<file path="src/rtl/mult_share_arbiter.sv">
// Round-robin arbiter that time-shares one start/done 16x16 multiplier between NREQ requesters.
// Each op runs CLEAR (multiplier reset), START, WAIT (with timeout) and RESP (result to requester).
module mult_share_arbiter #(
   parameter int NREQ    = 4,
   parameter int TIMEOUT = 65600
) (
   input  logic                 clk,
   input  logic                 res,
   input  logic [NREQ-1:0]      req,
   input  logic [16*NREQ-1:0]   req_arg1,
   input  logic [16*NREQ-1:0]   req_arg2,
   output logic [NREQ-1:0]      gnt,
   output logic [NREQ-1:0]      rsp_valid,
   output logic [31:0]          rsp_product,
   output logic                 rsp_err,
   output logic                 busy,
   output logic                 mul_res_n,
   output logic                 mul_start,
   output logic [15:0]          mul_arg1,
   output logic [15:0]          mul_arg2,
   input  logic                 mul_done,
   input  logic [31:0]          mul_product
);

   localparam int PTR_W = (NREQ > 1) ? $clog2(NREQ) : 1;
   localparam int CNT_W = $clog2(TIMEOUT + 1);

   typedef enum logic [2:0] {
      S_IDLE,
      S_CLEAR,
      S_START,
      S_WAIT,
      S_RESP
   } state_t;

   state_t             state;
   logic [PTR_W-1:0]   ptr;
   logic [CNT_W-1:0]   cnt;
   logic               nxt_found;
   logic [PTR_W-1:0]   nxt_idx;
   logic [PTR_W-1:0]   cand;

   function automatic logic [NREQ-1:0] onehot(input logic [PTR_W-1:0] idx);
      return NREQ'(1) << idx;
   endfunction

   // Search starts one past the last served requester so it ends up lowest priority.
   always_comb begin
      nxt_found = 1'b0;
      nxt_idx   = '0;
      cand      = '0;
      for (int k = 1; k <= NREQ; k++) begin
         cand = PTR_W'((int'(ptr) + k) % NREQ);
         if (!nxt_found && req[cand]) begin
            nxt_found = 1'b1;
            nxt_idx   = cand;
         end
      end
   end

   always_ff @(posedge clk) begin
      if (res) begin
         state       <= S_IDLE;
         ptr         <= PTR_W'(NREQ - 1);
         cnt         <= '0;
         gnt         <= '0;
         rsp_valid   <= '0;
         rsp_product <= '0;
         rsp_err     <= 1'b0;
         busy        <= 1'b0;
         mul_res_n   <= 1'b0;
         mul_start   <= 1'b0;
         mul_arg1    <= '0;
         mul_arg2    <= '0;
      end else begin
         rsp_valid <= '0;
         mul_start <= 1'b0;
         mul_res_n <= 1'b1;
         case (state)
            S_IDLE: begin
               if (nxt_found) begin
                  state     <= S_CLEAR;
                  ptr       <= nxt_idx;
                  gnt       <= onehot(nxt_idx);
                  busy      <= 1'b1;
                  mul_res_n <= 1'b0;
                  mul_arg1  <= req_arg1[16*nxt_idx +: 16];
                  mul_arg2  <= req_arg2[16*nxt_idx +: 16];
               end
            end
            S_CLEAR: begin
               state     <= S_START;
               mul_start <= 1'b1;
            end
            S_START: begin
               state <= S_WAIT;
               cnt   <= '0;
            end
            S_WAIT: begin
               // done wins over a timeout landing on the same cycle
               if (mul_done) begin
                  state       <= S_RESP;
                  rsp_product <= mul_product;
                  rsp_err     <= 1'b0;
                  rsp_valid   <= onehot(ptr);
               end else if (cnt == CNT_W'(TIMEOUT - 1)) begin
                  state       <= S_RESP;
                  rsp_product <= '0;
                  rsp_err     <= 1'b1;
                  rsp_valid   <= onehot(ptr);
               end else begin
                  cnt <= cnt + 1'b1;
               end
            end
            S_RESP: begin
               state   <= S_IDLE;
               gnt     <= '0;
               busy    <= 1'b0;
               rsp_err <= 1'b0;
            end
            default: begin
               state <= S_IDLE;
               gnt   <= '0;
               busy  <= 1'b0;
            end
         endcase
      end
   end

endmodule

</file>
<file path="config.mk">
export PLATFORM = sky130hd
export DESIGN_NAME = mult_share_arbiter
export DESIGN_NICKNAME = d
export VERILOG_FILES = /design/src/rtl/mult_share_arbiter.sv
export SDC_FILE = /design/constraint.sdc
export NUM_CORES = 1
export LEC_CHECK = 0
export CORE_AREA = 3 3 122 100
export DETAILED_ROUTE_END_ITERATION = 8
export DIE_AREA = 0 0 125 103
export PLACE_DENSITY_LB_ADDON = 0.1
export RECOVER_POWER = 25
export SLEW_MARGIN = 25
export SYNTH_ARGS = -nofsm -noshare
export SYNTH_HDL_FRONTEND = slang
export SYNTH_SLANG_ARGS = --single-unit
</file>
<file path="constraint.sdc">
create_clock -name clk -period 7.65 [get_ports clk]
set_clock_uncertainty 0.15 [all_clocks]
set_input_delay 1.53 -clock clk [delete_from_list [all_inputs] [get_ports clk]]
set_output_delay 1.53 -clock clk [all_outputs]
set_load 0.005 [all_outputs]
</file>
## Word level (Yosys, flattened, before mapping)

Index checks and enable logic that the tools add are counted.
Widths: inputs -> output; s select.

- Flip-flop bits (word level): 98
- Input port bits: 167
- Output and inout port bits: 76
- Word-level logic and storage cells: 91

- Add/sub/neg operators: 5
- $lt $le $gt $ge: 4
- Eq/ne operators: 9
- Shifts and indexed selects: 4
- Mux-type cells: 37
- Bitwise logic cells: 2
- Reduce and logical (&&, ||, !) cells: 18

Operators by type and width:

| kind | number |
|---|---|
| $shiftx 64x7->16 | 2 |
| $mux 32 | 2 |
| $mux 17 | 2 |
| $pmux 17 s2 | 1 |
| $add 17x1->17 const B | 1 |
| $eq 17x17->1 const B | 1 |
| $mux 1 | 14 |
| $lt 2x3->1 const B | 4 |
| $mux 4 | 3 |
| $pmux 3 s4 | 1 |
| $reduce_and 2->1 | 5 |
| $mux 3 | 3 |
| $bmux 1 s2 | 4 |
| $mux 2 | 4 |
| $pmux 4 s2 | 1 |
| $shl 1x2->4 const A | 2 |
| $eq 3x2->1 const B | 2 |
| $ne 2x2->1 const B | 3 |
| $reduce_bool 2->1 | 3 |
| $add 2x1->2 const B | 2 |
| $add 2x2->2 const B | 2 |
| $pmux 1 s2 | 2 |
| $eq 3x1->1 const B | 1 |
| $eq 3x3->1 const B | 1 |
| other kinds (8) | 13 |

## Longest topological paths before layout

Gate-level depths: netlist of the first run.

- Depth after elaboration: 16
- Gate-level depth with buffers: 13
- Mapped depth without buffers: 8

## Least setup slack after synthesis of the first run

No wires, ideal clock.

- Kind: input -> register
- Start: input req[2]
- End: register mul_arg1[0]
- Setup time: 0.128 ns
- Arrival time: 3.356 ns
- Required time: 7.372 ns
- Path slack: 4.016 ns
- Stages: 10
- Buffers on the path: 4
- Cells stage by stage: clkbuf_2 mux4_2 or4_1 buf_6 nand2_4 nor2_2 nand2b_4 buf_8 buf_12 o221ai_2

- Longest elaborated chain between the ends: 13
- Elaborated cells on any way between the ends: 24
- Classes of those cells: 1 x shift; 16 x mux; 7 x reduce/logical

Ends and longest elaborated chain:

| item | line | RTL |
|---|---|---|
| from (decl) | 9 | `input logic [NREQ-1:0] req,` |
| $bmux 1 s2 | 54 | `if (!nxt_found && req[cand]) begin` |
| $mux 1 (implied by the code) | 54 |  |
| $mux 1 | 54 |  |
| $logic_not 1->1 | 54 |  |
| $logic_and 1x1->1 | 54 |  |
| $mux 1 | 54 |  |
| $logic_not 1->1 | 54 |  |
| $logic_and 1x1->1 | 54 |  |
| $mux 1 | 54 |  |
| $logic_not 1->1 | 54 |  |
| $logic_and 1x1->1 | 54 |  |
| $mux 2 or $mux 1 (tied branches) | 54 |  |
| $shiftx 64x7->16 or $reduce_and 2->1 (tied branches) | - |  |
| to (signal assigned) | 87 | `mul_arg1 <= req_arg1[16*nxt_idx +: 16];` |
| to (decl) | 19 | `output logic [15:0] mul_arg1,` |

Several ways; a longest one is shown, not always the timed one. The select of a mux whose other input is x is not followed.
A chain may end at the register's enable or synchronous reset.

## Worst setup path in the final report of the first run

- Start: input req[2]
- End: register mul_arg2[3]

- Longest elaborated chain between the ends: 13
- Elaborated cells on any way between the ends: 24
- Classes of those cells: 1 x shift; 16 x mux; 7 x reduce/logical

Ends and longest elaborated chain:

| item | line | RTL |
|---|---|---|
| $bmux 1 s2 | 54 |  |
| $mux 1 (implied by the code) | 54 |  |
| $mux 1 | 54 |  |
| $logic_not 1->1 | 54 |  |
| $logic_and 1x1->1 | 54 |  |
| $mux 1 | 54 |  |
| $logic_not 1->1 | 54 |  |
| $logic_and 1x1->1 | 54 |  |
| $mux 1 | 54 |  |
| $logic_not 1->1 | 54 |  |
| $logic_and 1x1->1 | 54 |  |
| $mux 2 or $mux 1 (tied branches) | 54 |  |
| $shiftx 64x7->16 or $reduce_and 2->1 (tied branches) | - |  |
| to (signal assigned) | 88 | `mul_arg2 <= req_arg2[16*nxt_idx +: 16];` |
| to (decl) | 20 | `output logic [15:0] mul_arg2,` |

Several ways; a longest one is shown, not always the timed one. The select of a mux whose other input is x is not followed.

==> summary by stage, run 1 <==
Synthesis
For this run, the register share of the synthesized area comes to 40.5%. For this run, the leading register cell type out of synthesis is dfxtp_1. Summing the areas of all fa, ha and maj instances in the mapped netlist gives 1.29% of the synthesized area. The instance count of the mapped netlist is 483. The most area-hungry cell type in the Yosys netlist is dfxtp_1.

The share of synthesized registers carrying an async set or reset is 0%. After synthesis, the cell types taking the most area are dfxtp_1, mux2i_1, o221ai_2. After Yosys synthesis, XOR and XNOR cells account for 2.35% of the synthesized area.

The Yosys step of the flow raised 0 warnings. After synthesis the netlist holds a flip-flop and latch count of 98. The post-synthesis instance area is 0.00484 sq mm.

The number of synthesized flops with an enable pin is 0. The net count of the mapped netlist is 655. The post-synthesis mux area share is 15.7%. The average size of a mapped cell is 10.0 sq um.

The synthesized netlist devotes 19.4% of its cell area to compound gates. The top cell type by area accounts for 40.5% of the synthesized area. After synthesis, the largest family of logic cells by area is compound AO/OA/AOI/OAI gates. The netlist uses 53 different library cells.

The synthesized netlist devotes 14.5% of its cell area to simple gates.

Worst setup path
STA puts the critical path data required time at 7.68 ns. STA classifies the critical path startpoint as an input port. The start of the worst register-to-register path is ptr[0].

The flop-to-flop setup slack is 3.64 ns. In this run the worst path has a maximum fanout of 34. The data arrival time at the worst-slack endpoint is 4.59 ns. The worst register-to-register path ends at mul_arg2[3]. The depth of the worst register-to-register path is 8.

The worst setup path is of the in2reg kind. The kind of capture point of the worst setup path is a register.

Pwr
VDD sags by at most 0.225 mV. The internal cell power is 1.52 mW. Of the total power, the share spent switching nets is 35.9%.

The total power density per cell area is 313 mW/mm^2. The clock group share of total power is 22.1%. The sequential share of power is 27.6%. The static leakage power is 2.92 nW.

The switching power of the nets is 0.850 mW. The combinational group share of total power is 50.3%.

Placed design
The sum of net half-perimeters after detailed placement is 10,800 microns. The congestion estimate from routability-driven global placement came to 0.826. The placed standard-cell area is 0.00721 sq mm. Including well taps, the total number of placed cells is 833. The count of buffers added on input and output ports is 242.

Timing
The achievable clock frequency is 219 MHz. The share of the clock period used by the worst path after layout is 59.7%. The number of max-slew violations in the final report is 47.

The smallest clock period supported by the final layout is computed as 4.56 ns. At the pin with the least slew margin, the transition time is 1.98 ns. The post-route setup TNS is 0 ns. In this run the tightest slew margin relative to its limit is -32.3%. The final number of hold-violating endpoints is 0. The setup-violating endpoint count in the final report is 0. Setup repair after global routing left no endpoint under its margin.

Floorplan
The height of the chip is 103 microns. The top-level I/O count is 243. In this run the horizontal extent of the chip is 125 microns.

The core area is 0.0110 sq mm. Row generation in the floorplan step produced 34 rows. The initial utilization of the core area, before any placement, comes to 44.1%. The die covers 0.0129 sq mm.

Status
The final reports fail on max-capacitance violations, max-slew violations. The run finished, with violations left.

Worst hold path
For hold timing, the worst endpoint is gnt[1]. The critical hold path startpoint is gnt[1]. The number of stages on the worst hold path is 2. In this run the worst hold path is classified as reg2reg.

Final layout
The final net count is 872. In the layout the commonest cells are clkdlybuf4s50_1, dfxtp_1, mux2i_1. 0 antenna diodes ended up in the layout. In the final layout, the share of cells above drive strength 1 is 8.65%. The finished layout holds 849 standard cells, fillers aside. The final non-filler cell area is 0.00756 sq mm. From synthesis to final layout, the design area changed by 56.2%. The final design utilization is 68.9%. The most common library cell in the layout ignoring fill and taps is clkdlybuf4s50_1.

Drt
The number of remaining DRC errors is 0. In this run the remaining antenna-violating nets after routing total 0. The vias after detailed routing is 4,512. The number of DRC markers in iteration 0 is 236.

Dividing the detail-routed via count by the number of cells gives 5.31. For this block, the routed nets add up to 14,300 microns of wire. After detailed routing, the average wire length per cell comes to 16.8 microns. The pre-antenna-repair detailed-routing pass consisted of 5 iterations.

Global route
The largest net degree at the start of global routing is 47. The number of global-route vias before repair is 4,418. The global-route wire length before repair is 21,900 microns. Global routing used 20.6% of the available tracks. After global routing the overflow that remains totals 0.

The number of antenna violations at the first check in global routing is 0.

CTS
The count of cells resized by post-cts repair is 0. The root buffer cell is clkbuf_16. The H-tree level count is 3.

In this run, post-CTS hold repair placed 0 buffers. Clock tree synthesis found a total of 98 sinks. The buffers inserted during post-CTS setup optimization is 0.

The insertion delay to the later sink of the worst-skew pair is 0.34 ns. The buffer depth of the longest clock path is 2. After clock tree synthesis, the clock-pin slew on the worst setup and hold paths is 0.07 ns.

TritonCTS built the clock tree. The CTS buffer count is 9.

Job
The max-cap violation count is 1.
## worst max-delay path by stage
stage,startpoint,slack [ns],cells past startpoint,to
2_1_floorplan,req[2],4.02,10,mul_arg1[0]
3_3_place_gp,req[2],2.92,7,mul_arg2[0]
3_5_place_dp,req[2],2.80,7,mul_arg2[1]
4_1_cts,req[3],3.17,7,mul_arg2[3]
5_1_grt,req[2],2.94,7,mul_arg2[3]
6_report,req[2],3.09,7,mul_arg2[3]
## logic make-up (layout without fill, tap and decap cells)
group	Yosys count	count (layout)
and+or+nand+nor	150	150
AOI/OAI and AO/OA	100	100
DFF	98	98
muxes	71	71
buffers and inverters	46	268
xor gates and xnor gates	13	13
adders and majority gates	5	5
## synth_stat cells, types with 7 or more instances
master	instances
inv_1	7
a22oi_1	32
xnor2_1	10
and2_1	7
o221ai_2	29
a21oi_1	11
nor2_1	54
nand2_1	47
mux2i_1	67
nand3_1	7
clkbuf_1	16
nor3_1	7
dfxtp_1	98
buf_4	9
## critical path, cell delays in order
cell and delay (ns):
clkdlybuf4s50_1 0.56, mux4_2 0.55, or4_1 0.74, nand2_4 0.12, nor2_2 0.06, nand2_2 0.82, o221ai_1 0.20
## layer usage
metal / up-vias / wire length [microns] / global-route usage, %
li1: 2209 / - / -
met1: 2121 / 5840 / 24.8
met2: 167 / 7260 / 36.8
met3: 15 / 965 / 6.53
met4: 0 / 226 / 4.42
met5: - / 0 / 0
## final cells by class
| type | count | area, sq um |
|---|---|---|
| Inverter | 8 | 30.0 |
| Clock buffer | 10 | 239 |
| Sequential cell | 98 | 1960 |
| Multi-Input combinational cell | 339 | 2610 |
| Fill cell | 846 | 3410 |
| Clock inverter | 6 | 113 |
| Tap cell | 144 | 180 |
| Timing Repair Buffer | 244 | 2430 |
## per-stage QoR
stage          hold WS [ns]  worst slack [ns]  power (mW)
3_3_place_gp          0.286              2.92        1.85
6_report              0.299              3.09        2.37
5_1_grt               0.337              2.94        2.51
2_1_floorplan         0.293              4.02        1.58
4_1_cts               0.302              3.17        2.41
3_5_place_dp          0.292              2.80        1.88
## sequential cells by signal, summed over array words and instances, names as in the netlist
signal       count
mul_res_n        1
mul_arg1        16
state            3
rsp_err          1
busy             1
mul_start        1
rsp_product     32
ptr              2
gnt              4
mul_arg2        16
rsp_valid        4
cnt             17
## power groups by stage
stage / registers, mW / clock network [mW] / logic [mW]
2_1_floorplan: 0.648 / 0 / 0.932
3_3_place_gp: 0.663 / 0 / 1.18
3_5_place_dp: 0.663 / 0 / 1.22
4_1_cts: 0.654 / 0.536 / 1.22
5_1_grt: 0.664 / 0.556 / 1.28
6_report: 0.653 / 0.523 / 1.19
Note: power is estimated with default switching activity, not from simulation.
==> inputs of run 2 (changes only) <==
Settings changed: CORE_AREA 3 3 122 100 to 3 3 126 104, DIE_AREA 0 0 125 103 to 0 0 129 107.
Clock period 7.65 ns to 4.4 ns, I/O delays scaled along.
==> summary by stage, run 2 (synthesis results as in run 1) <==
Status
The run finished, with violations left. The final reports fail on max-capacitance violations, max-slew violations.

Global route
The first global-routing pass estimated 22,200 microns of wire. The number of antenna violations at the first check in global routing was 0. The global routing usage on met1 is 24.2%. The overflow left after global routing is 0.

The global-route usage over all layers is 19.9%. The number of global-route vias before repair is 4,438. Entering global routing, the biggest net connects 54 pins. The met3 capacity usage during global routing is 6.13%. The global routing stage identified its most utilized layer as met2.

The met2 routing resource usage after global routing is 33.6%.

Final layout
The final cell count without fillers is 862. The final non-filler cell area is 0.00758 sq mm. Of the cells placed in the final design, the portion with a size suffix greater than 1 is 9.30%. From synthesis to final layout, the design area changed by 56.6%.

The number of antenna diodes in the final layout is 0. In the final layout, the registers with the most flip-flops are rsp_product x32, cnt x17. In the layout the commonest cells are clkdlybuf4s50_1, dfxtp_1, mux2i_1. The final net count is 877. The number of filler instances in the final layout is 1,018. The final design utilization is 63.3%. The register with the highest flop count is rsp_product. The number of flip-flops in the largest register is 32. The most common library cell in the layout ignoring fill and taps is clkdlybuf4s50_1.

Drt
Once detail routing completed, the nets flagged for antenna violations numbered 0. The post-detailed-route wirelength per cell is 16.7 microns. The routed layout has 4,496 vias. The ratio of routed vias to standard cells is 5.22.

For this block, the initial DRC count from the detailed router was 214. In the routed design, unresolved DRC markers number 0. The overall routed net length is 14,400 microns. Before antenna repair, the detailed router went through 4 iterations.

Placed design
The congestion estimate from routability-driven global placement came to 0.799. Including well taps, the total number of placed cells is 846. The sum of net half-perimeters after detailed placement is 10,800 microns. The quantity of I/O buffers inserted on ports is 242. Once placement finished, the instance area stood at 0.00727 sq mm.

Timing
The post-route setup TNS is 0 ns. The setup-violating endpoint count in the final report is 0. In the finished design, the share of the clock period the worst path needs comes to 83.4%. The final number of hold-violating endpoints came to 0. Setup repair after global routing left no endpoint under its margin. The minimum period implied by the final worst setup slack is 3.67 ns. Headroom to the max-slew limit came out at -41.1%. The achievable clock frequency is 273 MHz. The number of max-slew violations in the final report is 47. The transition time at the pin with the least slew margin is 2.12 ns.

Worst setup path
In this design, the stage delay of the slowest critical-path cell is 0.74 ns. The depth of the worst register-to-register path is 8. Data on the critical path arrives at its endpoint at 3.72 ns. The critical path data required time is 4.45 ns. The kind of capture point of the worst setup path is a register. The critical path goes through clkdlybuf4s50_1 -> mux4_2 -> or4_1 -> nand2_4 -> nor2_2 -> nand2b_4 -> o221ai_1.

In this run the worst path has a maximum fanout of 34. The critical path is of the in2reg type. The launching element type of the critical path is an input port. For this design, the slowest cell found on the critical path is or4_1.

CTS
Clock latency on the worst-skew pair, taken at its later pin, is 0.34 ns. The number of clock sinks is 98. The TritonCTS clock tree is yes. The H-tree level count is 3. Post-CTS timing repair inserted 0 buffers for setup. After clock tree synthesis, the clock-pin slew on the worst setup and hold paths is 0.07 ns. The number of gates resized after CTS was 0.

The buffer depth of the longest clock path is 2. The root buffer cell is clkbuf_16. Hold repair after CTS inserted 0 buffers. Buffers inserted during clock tree synthesis total 9.

Job
The max-cap violation count is 1.

Floorplan
The height of the chip is 107 microns. The floorplan has 36 rows. The floorplan step defined a die boundary enclosing 0.0138 sq mm. 243 I/O pins were placed. The core area is 0.0120 sq mm.

The initial standard-cell utilization of the core is 40.4%. The x dimension of the die is 129 microns.

Worst hold path
The tightest min-delay check is of the reg2reg type. Along the worst hold path, the cell count comes to 2.

Pwr
The total power density per cell area is 539 mW/mm^2. The worst vdd rail ir drop is 0.645 mV. The static leakage power is 2.84 nW.
-- run 2: cell count changes in the layout (fill, tap and decap cells not counted) --
cell	before	now
dlygate4sd3_1	40	9
buf_12	0	2
clkbuf_8	1	0
inv_6	1	2
inv_8	0	2
buf_2	0	1
buf_4	2	4
o21ai_2	0	1
o21ai_4	1	0
clkdlybuf4s50_1	201	232
bufinv_16	3	1
-- run 2: report_power, final --
group | internal [mW] | total [mW] | switching (mW)
logic | 1.09 | 2.16 | 1.07
clock network | 0.453 | 0.816 | 0.362
registers | 1.03 | 1.12 | 0.0867
-- run 2: metal layers --
layer | part of all wire [%] | wire (microns) | vias to the layer above
met3 | 6.8 | 975 | 30
met4 | 2.2 | 318 | 0
met2 | 50 | 7220 | 160
met1 | 41 | 5850 | 2088
li1 | - | - | 2218
met5 | 0 | 0 | -
-- run 2: worst paths after layout --
kind | startpoint | slack (ns) | endpoint
setup / recovery | req[2] | 0.73 | mul_arg2[1]
hold / removal | gnt[1] | 0.31 | gnt[1]
setup reg to reg | ptr[1] | 0.80 | mul_arg2[1]
hold reg to reg | gnt[1] | 0.31 | gnt[1]
-- run 2: cell type report --
class / instances / area [sq um] / share of cell area [%]
tap: 152 / 190 / 2.51
timing repair buffer: 249 / 2490 / 32.9
clock inverter: 7 / 83.8 / 1.11
inverter: 8 / 30.0 / 0.396
clock buffer: 9 / 225 / 2.97
sequential: 98 / 1960 / 25.9
multi-input combinational: 339 / 2600 / 34.3
-- run 2: through the flow --
step                total power [mW]  hold slack (ns)  worst slack, ns
floorplan                       2.75            0.293             1.33
global placement                3.27            0.289            0.568
detailed placement              3.32            0.295            0.463
CTS                             4.14            0.310            0.837
global route                    4.34            0.331            0.585
finish                          4.09            0.306            0.731
-- run 2: worst max-delay path: cells and delay by family --
| kind | cells | cell delay (ns) |
|---|---|---|
| AO/OA/AOI/OAI | 1 | 0.21 |
| multiplexers | 1 | 0.56 |
| buffers and inverters | 1 | 0.56 |
| AND/OR/NAND/NOR | 4 | 1.48 |
